`config.mk`:
```
export PLATFORM = sky130hd
export DESIGN_NAME = sa_controller
export DESIGN_NICKNAME = d
export VERILOG_FILES = /design/src/rtl/sa_controller.sv
export SDC_FILE = /design/constraint.sdc
export NUM_CORES = 1
export LEC_CHECK = 0
export CAP_MARGIN = 20
export CORE_MARGIN = 2
export CORE_UTILIZATION = 35
export CTS_BUF_LIST = sky130_fd_sc_hd__clkbuf_8
export DETAILED_ROUTE_END_ITERATION = 10
export GPL_TIMING_DRIVEN = 0
export PLACE_DENSITY = 0.72
export SLEW_MARGIN = 20
export SYNTH_ARGS = -nofsm -noshare
export SYNTH_HDL_FRONTEND = slang
export SYNTH_SLANG_ARGS = --single-unit
```
`constraint.sdc`:
```
create_clock -name clk -period 5.13 [get_ports clk]
set_input_delay 1.026 -clock clk [delete_from_list [all_inputs] [get_ports clk]]
set_output_delay 1.026 -clock clk [all_outputs]
set_load 0.02 [all_outputs]
```
`src/rtl/sa_controller.sv`:
```
// Sequencer for a weight-stationary systolic array tile: load weights, shift them into the PEs,
// load activations, compute, drain and read out. Optional macro SA_CTRL_WEIGHT_REUSE_EN adds reuse_w.
module sa_controller #(
  parameter int ARRAY_W = 4,
  parameter int CNT_W   = 4
) (
  input  logic             clk,
  input  logic             rst,
  input  logic             start,
  input  logic             abort,
  input  logic             w_valid,
  input  logic             a_valid,
`ifdef SA_CTRL_WEIGHT_REUSE_EN
  input  logic             reuse_w,
`endif
  output logic             weight_buffer_load_en,
  output logic             weight_buffer_out_en,
  output logic             write_weight_en,
  output logic             input_buffer_load_en,
  output logic             input_buffer_out_en,
  output logic             output_buffer_load_en,
  output logic             output_buffer_out_en,
  output logic             busy,
  output logic             done,
  output logic             res_valid,
  output logic [2:0]       state
);

  typedef enum logic [2:0] {
    S_IDLE    = 3'd0,
    S_LOAD_W  = 3'd1,
    S_SHIFT_W = 3'd2,
    S_LOAD_A  = 3'd3,
    S_COMPUTE = 3'd4,
    S_DRAIN   = 3'd5,
    S_READOUT = 3'd6,
    S_DONE    = 3'd7
  } state_e;

  // Terminal counts are N-1 because the counter starts at zero on entry to each phase.
  localparam logic [CNT_W-1:0] LAST_ROW     = CNT_W'(ARRAY_W - 1);
  localparam logic [CNT_W-1:0] LAST_COMPUTE = CNT_W'(3 * ARRAY_W - 3);

  state_e           state_q, state_d;
  logic [CNT_W-1:0] cnt_q, cnt_d;

  logic             skip_w;
`ifdef SA_CTRL_WEIGHT_REUSE_EN
  assign skip_w = reuse_w;
`else
  assign skip_w = 1'b0;
`endif

  // Per-phase qualifier, terminal count and successor feed one shared counting rule.
  logic             qual;
  logic [CNT_W-1:0] last;
  state_e           nxt;

  always_comb begin
    // NOTE: every signal gets a default up front so no path through the case can infer a latch.
    qual = 1'b1;
    last = LAST_ROW;
    nxt  = S_IDLE;
    unique case (state_q)
      S_LOAD_W:  begin qual = w_valid; nxt = S_SHIFT_W; end
      S_SHIFT_W: nxt = S_LOAD_A;
      S_LOAD_A:  begin qual = a_valid; nxt = S_COMPUTE; end
      S_COMPUTE: begin last = LAST_COMPUTE; nxt = S_DRAIN; end
      S_DRAIN:   nxt = S_READOUT;
      S_READOUT: nxt = S_DONE;
      default:   nxt = S_IDLE;
    endcase
  end

  always_comb begin
    state_d = state_q;
    cnt_d   = cnt_q;
    if (abort) begin
      state_d = S_IDLE;
      cnt_d   = '0;
    end else begin
      unique case (state_q)
        S_IDLE: begin
          if (start) begin
            state_d = skip_w ? S_LOAD_A : S_LOAD_W;
            cnt_d   = '0;
          end
        end
        S_DONE: begin
          state_d = S_IDLE;
          cnt_d   = '0;
        end
        default: begin
          // A stalled handshake leaves both state and counter untouched.
          if (qual) begin
            if (cnt_q == last) begin
              state_d = nxt;
              cnt_d   = '0;
            end else begin
              cnt_d = cnt_q + CNT_W'(1);
            end
          end
        end
      endcase
    end
  end

  // NOTE: sequential state uses non-blocking assignments so every flop samples pre-edge values.
  always_ff @(posedge clk or posedge rst) begin
    if (rst) begin
      state_q <= S_IDLE;
      cnt_q   <= '0;
    end else begin
      state_q <= state_d;
      cnt_q   <= cnt_d;
    end
  end

  // Outputs decode the registered state, so reset clears them without waiting for an edge.
  always_comb begin
    weight_buffer_load_en = 1'b0;
    weight_buffer_out_en  = 1'b0;
    write_weight_en       = 1'b0;
    input_buffer_load_en  = 1'b0;
    input_buffer_out_en   = 1'b0;
    output_buffer_load_en = 1'b0;
    output_buffer_out_en  = 1'b0;
    res_valid             = 1'b0;
    done                  = 1'b0;
    busy                  = (state_q != S_IDLE);
    unique case (state_q)
      S_LOAD_W:  weight_buffer_load_en = w_valid;
      S_SHIFT_W: begin
        weight_buffer_out_en = 1'b1;
        write_weight_en      = 1'b1;
      end
      S_LOAD_A:  input_buffer_load_en  = a_valid;
      S_COMPUTE: input_buffer_out_en   = 1'b1;
      S_DRAIN:   output_buffer_load_en = 1'b1;
      S_READOUT: begin
        output_buffer_out_en = 1'b1;
        res_valid            = 1'b1;
      end
      S_DONE:    done = 1'b1;
      default:   ;
    endcase
  end

  assign state = state_q;

endmodule

```
==> run summary <==
status = finished clean
crit share post-route = 0.648
final cell count without fillers = 91
leakage power = 0.323 nW
Boundary Pins = 19
Resize count post-CTS = 0
root buffer cell = clkbuf_8
startpoint types = input pin
unrepaired setup endpoints after global routing = no
GR Util met3 = 0.0468
Total GRT Usage = 0.136
Critical Path Fanout Max = 2
peak supply drop = 206 uV
clock period minus worst slack = 3.33 ns
WP data arrival = 2.30 ns
total power = 0.355 mW
Initial Util = 0.366
Total Wirelength = 1.12 mm
met1 usage = 0.165
post-CTS setup buffer count = 0
Layout Nets = 83
post-cts hold buffer count = 0
r2r setup slk = 3.30 ns
HP Start = cnt_q[3]$_DFFE_PP0P_
area delta synth->final = 45.6%
Final setup viols = 0
Post-synth EDFFs = 0
layout cells sized above 1 = 0.240
DPL Wire Length = 869 um
Synth Register Bits = 7
top-count cell post-synth = dfrtp_1
vias in the first global route = 429
Antenna diodes = 0
synth warn = 0
# DRC = 0
most frequent cells after synthesis = dfrtp_1 (7), inv_1 (4), o21ai_0 (3)
first-pass GRT wire length = 1.84 mm
max capacitance violation total = 0
row count = 14
area post-placement = 738 um^2
later-pin clock latency in the skew report = 0.23 ns
Final Hold Vio Count = 0
Reg2Reg Depth = 4
CTS tree = built
Die W = 43.2 um
gr busiest metal = met2
grt total ovfl = 0
Detail Route Antenna Nets = 0
WL/cell = 12.3 um
Worst-path clk slew = 0.04 ns
commonest register cell after synthesis = dfrtp_1
clk buf depth = 2
Num CTS Buffers = 3
initial antenna violation count = 0
Port Buf Inserts = 18
syn_nets = 60
Power per Cell Area = 453 nW/um^2
Core Region = 1470 um^2
H-tree depth = 1
Die H = 43.2 um
Yosys cell types = 30
first drt pass iteration count = 4
reg2reg start = state[2]$_DFFE_PP0P_
sequential area share after synthesis = 0.326
Via density = 5.30
CP required = 4.10 ns
met2 Usage GRT = 0.209
die footprint = 1870 um^2
CP Capture Type = output pin
syn avg cell area = 10.2 um^2
synth top area cells = dfrtp_1 (33%), nor3b_2 (4.7%), nor4bb_1 (3.7%)
largest net degree at the start of global routing = 11
Slew Limit Fails = 0
critical path class = in -> out
sink of the worst hold path = cnt_q[3]$_DFFE_PP0P_
WHS Path Cells = 2
CTS sink count = 7
DRT iter0 DRCs = 9
reg-to-reg critical path endpoint = state[0]$_DFFE_PP0P_
Placed Cells = 87
cell count after synthesis = 53
Final Wtd Congestion = 0.732
worst hold path class = reg -> reg
setup TNS = 0 ns
Syn Std Cell Area = 538 um^2
Async SR Flop Fraction = 1.00
Slew @ Worst Pin = 0.388 ns
f_max = 301 MHz
Yosys top cell by area = dfrtp_1
max_slew headroom = 0.734
Vias = 482
finished layout cell area = 783 um^2
Synth top area share = 0.326
Layout Skew = 0.000580 ns
Fillers = 147
[power by group]
group          switching, mW  internal (mW)
registers             0.0180         0.0682
logic                 0.0963         0.0972
clock network         0.0236         0.0517
[final cells by class]
type	instances	area (um^2)	area share
clock buffer	3	41.3	0.0527
multi-input combinational	38	318	0.406
tap	16	20.0	0.0256
inverter	4	15.0	0.0192
buffer	4	30.0	0.0383
sequential	7	175	0.224
timing repair buffer	18	180	0.230
clock inverter	1	3.75	0.00479
[per-stage QoR]
step           utilization  hold slack, ns  worst slack [ns]
3_5_place_dp         0.502           0.571              1.81
2_1_floorplan            -           0.509              2.59
5_1_grt              0.532           0.598              1.78
6_report             0.532           0.572              1.80
3_3_place_gp         0.502           0.536              1.82
4_1_cts              0.532           0.576              1.80
[worst max path at each step]
stage | from | endpoint | slack (ns) | cells after the start
2_1_floorplan | state[0]$_DFFE_PP0P_ | res_valid | 2.59 | 3
3_3_place_gp | a_valid | input_buffer_load_en | 1.82 | 3
3_5_place_dp | a_valid | input_buffer_load_en | 1.81 | 3
4_1_cts | a_valid | input_buffer_load_en | 1.80 | 3
5_1_grt | w_valid | weight_buffer_load_en | 1.78 | 3
6_report | a_valid | input_buffer_load_en | 1.80 | 3
[cells in the final DEF (no fill, tap or decap), types with 3 or more instances in the layout]
master,n
clkdlybuf4s50_1,18
dfrtp_1,7
inv_1,5
o21ai_0,3
clkbuf_8,3
[cells by family (layout without fill, tap and decap cells)]
family,after synthesis,after routing,share of synthesized area
AOI/OAI and AO/OA,12,12,0.193
muxes,3,3,0.0674
adders and majority gates,1,1,0.0233
buffers and inverters,8,30,0.0837
and+or+nand+nor,22,22,0.307
DFF,7,7,0.326
[worst max-delay path, cell delays in order]
cell and delay, ns:
clkdlybuf4s50_1 0.49, and4_1 0.19, clkdlybuf4s50_1 0.60
[flip-flops by register name, summed over array words and instances (netlist names)]
register and count:
cnt_q 4, state 3
[routing by layer]
layer / wire [um] / up-vias
met5: 0 / -
met1: 518 / 217
met4: 15 / 0
met3: 83 / 2
met2: 504 / 19
li1: - / 244
Power figures use the tool's default switching activity.
==> RTL change, RTL diff (same flow settings) <==
The option `SA_CTRL_WEIGHT_REUSE_EN` is turned on by a define.
--- a/src/rtl/sa_controller.sv
+++ b/src/rtl/sa_controller.sv
@@ -1,4 +1,6 @@
 // Sequencer for a weight-stationary systolic array tile: load weights, shift them into the PEs,
 // load activations, compute, drain and read out. Optional macro SA_CTRL_WEIGHT_REUSE_EN adds reuse_w.
+`define SA_CTRL_WEIGHT_REUSE_EN
+
 module sa_controller #(
   parameter int ARRAY_W = 4,
Ports: changed (added reuse_w); port bits go from 19 to 20. The function was not compared with the original's and may differ.
==> RTL change against the original RTL <==
Sequential cell count is the same. Synthesized area grew 6.0%. Final area grew 5.4%. Via count grew 9.1%. Count of clock-buffer cells in the layout is the same. Power grew 27%. Wire length grew 17%. Setup slack lost 0.15 ns.
==> RTL change: results (changes against the original RTL) <==
Global route
  – Antenna violations before repair: 0 (unchanged)
  – GRT Total Usage: 14.36% (+0.76 points)
  – Largest net degree at the start of global routing: 11 (unchanged)
  – Met1 usage: 15.79% (-0.70 points)
  – Global-route track usage on met3: 4.898% (+0.22 points)
  – First-pass GRT wire length: 1.980 mm (+7.5%)
  – Routing usage on met2: 23.53% (+2.6 points)
  – Vias in the first global route: 440 (+2.6%)

Critical path
  – CP Max Fanout: 2 (unchanged)
  – Critical Path AT: 2.45 ns (+0.15 ns)
  – Reg-to-reg startpoint: state[0]
  – Worst reg2reg setup slack: 3.24 ns (-0.06 ns)
  – Reg2Reg Depth: 5 (+1)
  – Reg-to-reg endpoint: state[0]

Logic synthesis
  – Yosys Warn Count: 0 (unchanged)
  – Synth Area in Adders: 2.193% (-0.13 points)
  – Synth top area cells: dfrtp_1 (31%), o32ai_4 (4.8%), nor3b_2 (4.4%)
  – Synth cell count leaders: dfrtp_1 (7), nand2_1 (5), inv_1 (4), o21ai_1 (4)
  – Seq/Total Area, Yosys: 30.70% (-1.9 points)
  – Netlist cell types: 29 (-3.3%)
  – Syn Nets: 66 (+10%)
  – Compound-Gate Fraction of Synth Area: 22.37% (+3.1 points)
  – Mux cell area share after synthesis: 4.386% (-2.4 points)

Routing
  – Wire length per cell: 13.49 microns (+9.5%)
  – First DRT Iteration DRCs: 9 (unchanged)
  – Via-to-Cell Ratio: 5.423 (+2.4%)

Placed design
  – I/O Buffers: 19 (+1)
  – Post-DP Area: 780.7 sq um (+5.8%)
  – GP Congestion: 0.7869 (+7.4%)
  – Detail Placement HPWL: 999 microns (+15%)

CTS
  – CTS Buf Count: 3 (unchanged)
  – Clock transition at path regs: 0.04 ns (about the same)
  – Number of H-tree levels: 1 (unchanged)
  – Post-CTS Setup Bufs: 0 (unchanged)
  – Maximum clock insertion buffer count: 2 (unchanged)
  – Post-CTS sizing: 0 (unchanged)

Finish
  – Max reg flops: 4 (unchanged)
  – Layout cells sized above 1: 20.99% (-3.0 points)
  – Final nets: 90 (+8.4%)

Timing
  – Worst Clk Skew: 0.001864 ns (+0.001284 ns)
  – Worst slew margin: 68.06% (-5.3 points)

Run status
  – Status: finished clean

Pwr
  – LEAKAGE: 0.3260 nW (+1.0%)
  – Peak VDD IR: 0.2498 mV (+21%)

Worst hold path
  – Hold Crit Class: reg -> reg
==> RTL change: cell count changes after synthesis, moves of 2 or more <==
cell | before | now
nor2b_1 | 0 | 2
o21ai_1 | 0 | 4
o21ai_0 | 3 | 0
and4_1 | 2 | 0
nand2_1 | 1 | 5
==> RTL change: how the worst min path moves through the flow <==
stage | startpoint | end | slack [ns] | cells after the start
floorplan | cnt_q[0] | cnt_q[0] | 0.49 | 1
global placement | cnt_q[0] | cnt_q[0] | 0.54 | 1
detailed placement | cnt_q[0] | cnt_q[0] | 0.55 | 1
CTS | cnt_q[0] | cnt_q[0] | 0.55 | 1
global route | cnt_q[0] | cnt_q[0] | 0.57 | 1
finish | cnt_q[0] | cnt_q[0] | 0.55 | 1
==> RTL change: worst max-delay path, stage by stage <==
cell and delay [ns]:
clkdlybuf4s50_1 0.51, and2b_2 0.17, nor2b_1 0.13, clkdlybuf4s50_1 0.61
==> RTL change: per-stage QoR <==
step	util, %	setup WS (ns)	cells
CTS	54.19	1.647	97
floorplan	-	2.564	58
global placement	51.23	1.647	93
detailed placement	51.23	1.654	93
global route	54.19	1.614	97
finish	54.19	1.650	97
==> RTL change: where the power goes <==
part | switching (mW) | internal [mW] | total [mW]
sequential | 0.0212 | 0.0731 | 0.0943
clock | 0.0234 | 0.0517 | 0.0750
combinational | 0.141 | 0.140 | 0.281
total | 0.186 | 0.264 | 0.450
==> RTL change: layout make-up <==
class                      count  area, sq um
fill                         133        698.2
multi-input combinational     42        335.3
timing repair buffer          19        190.2
sequential                     7        175.2
buffer                         5        45.04
clock buffer                   3        41.29
tap                           16        20.02
inverter                       4        15.01
clock inverter                 1        3.754
==> RTL change: metal layers <==
metal,vias to the layer above,part of all wire (%)
li1,260,-
met5,-,0
met2,15,49
met3,2,4.6
met4,0,1.5
met1,249,45
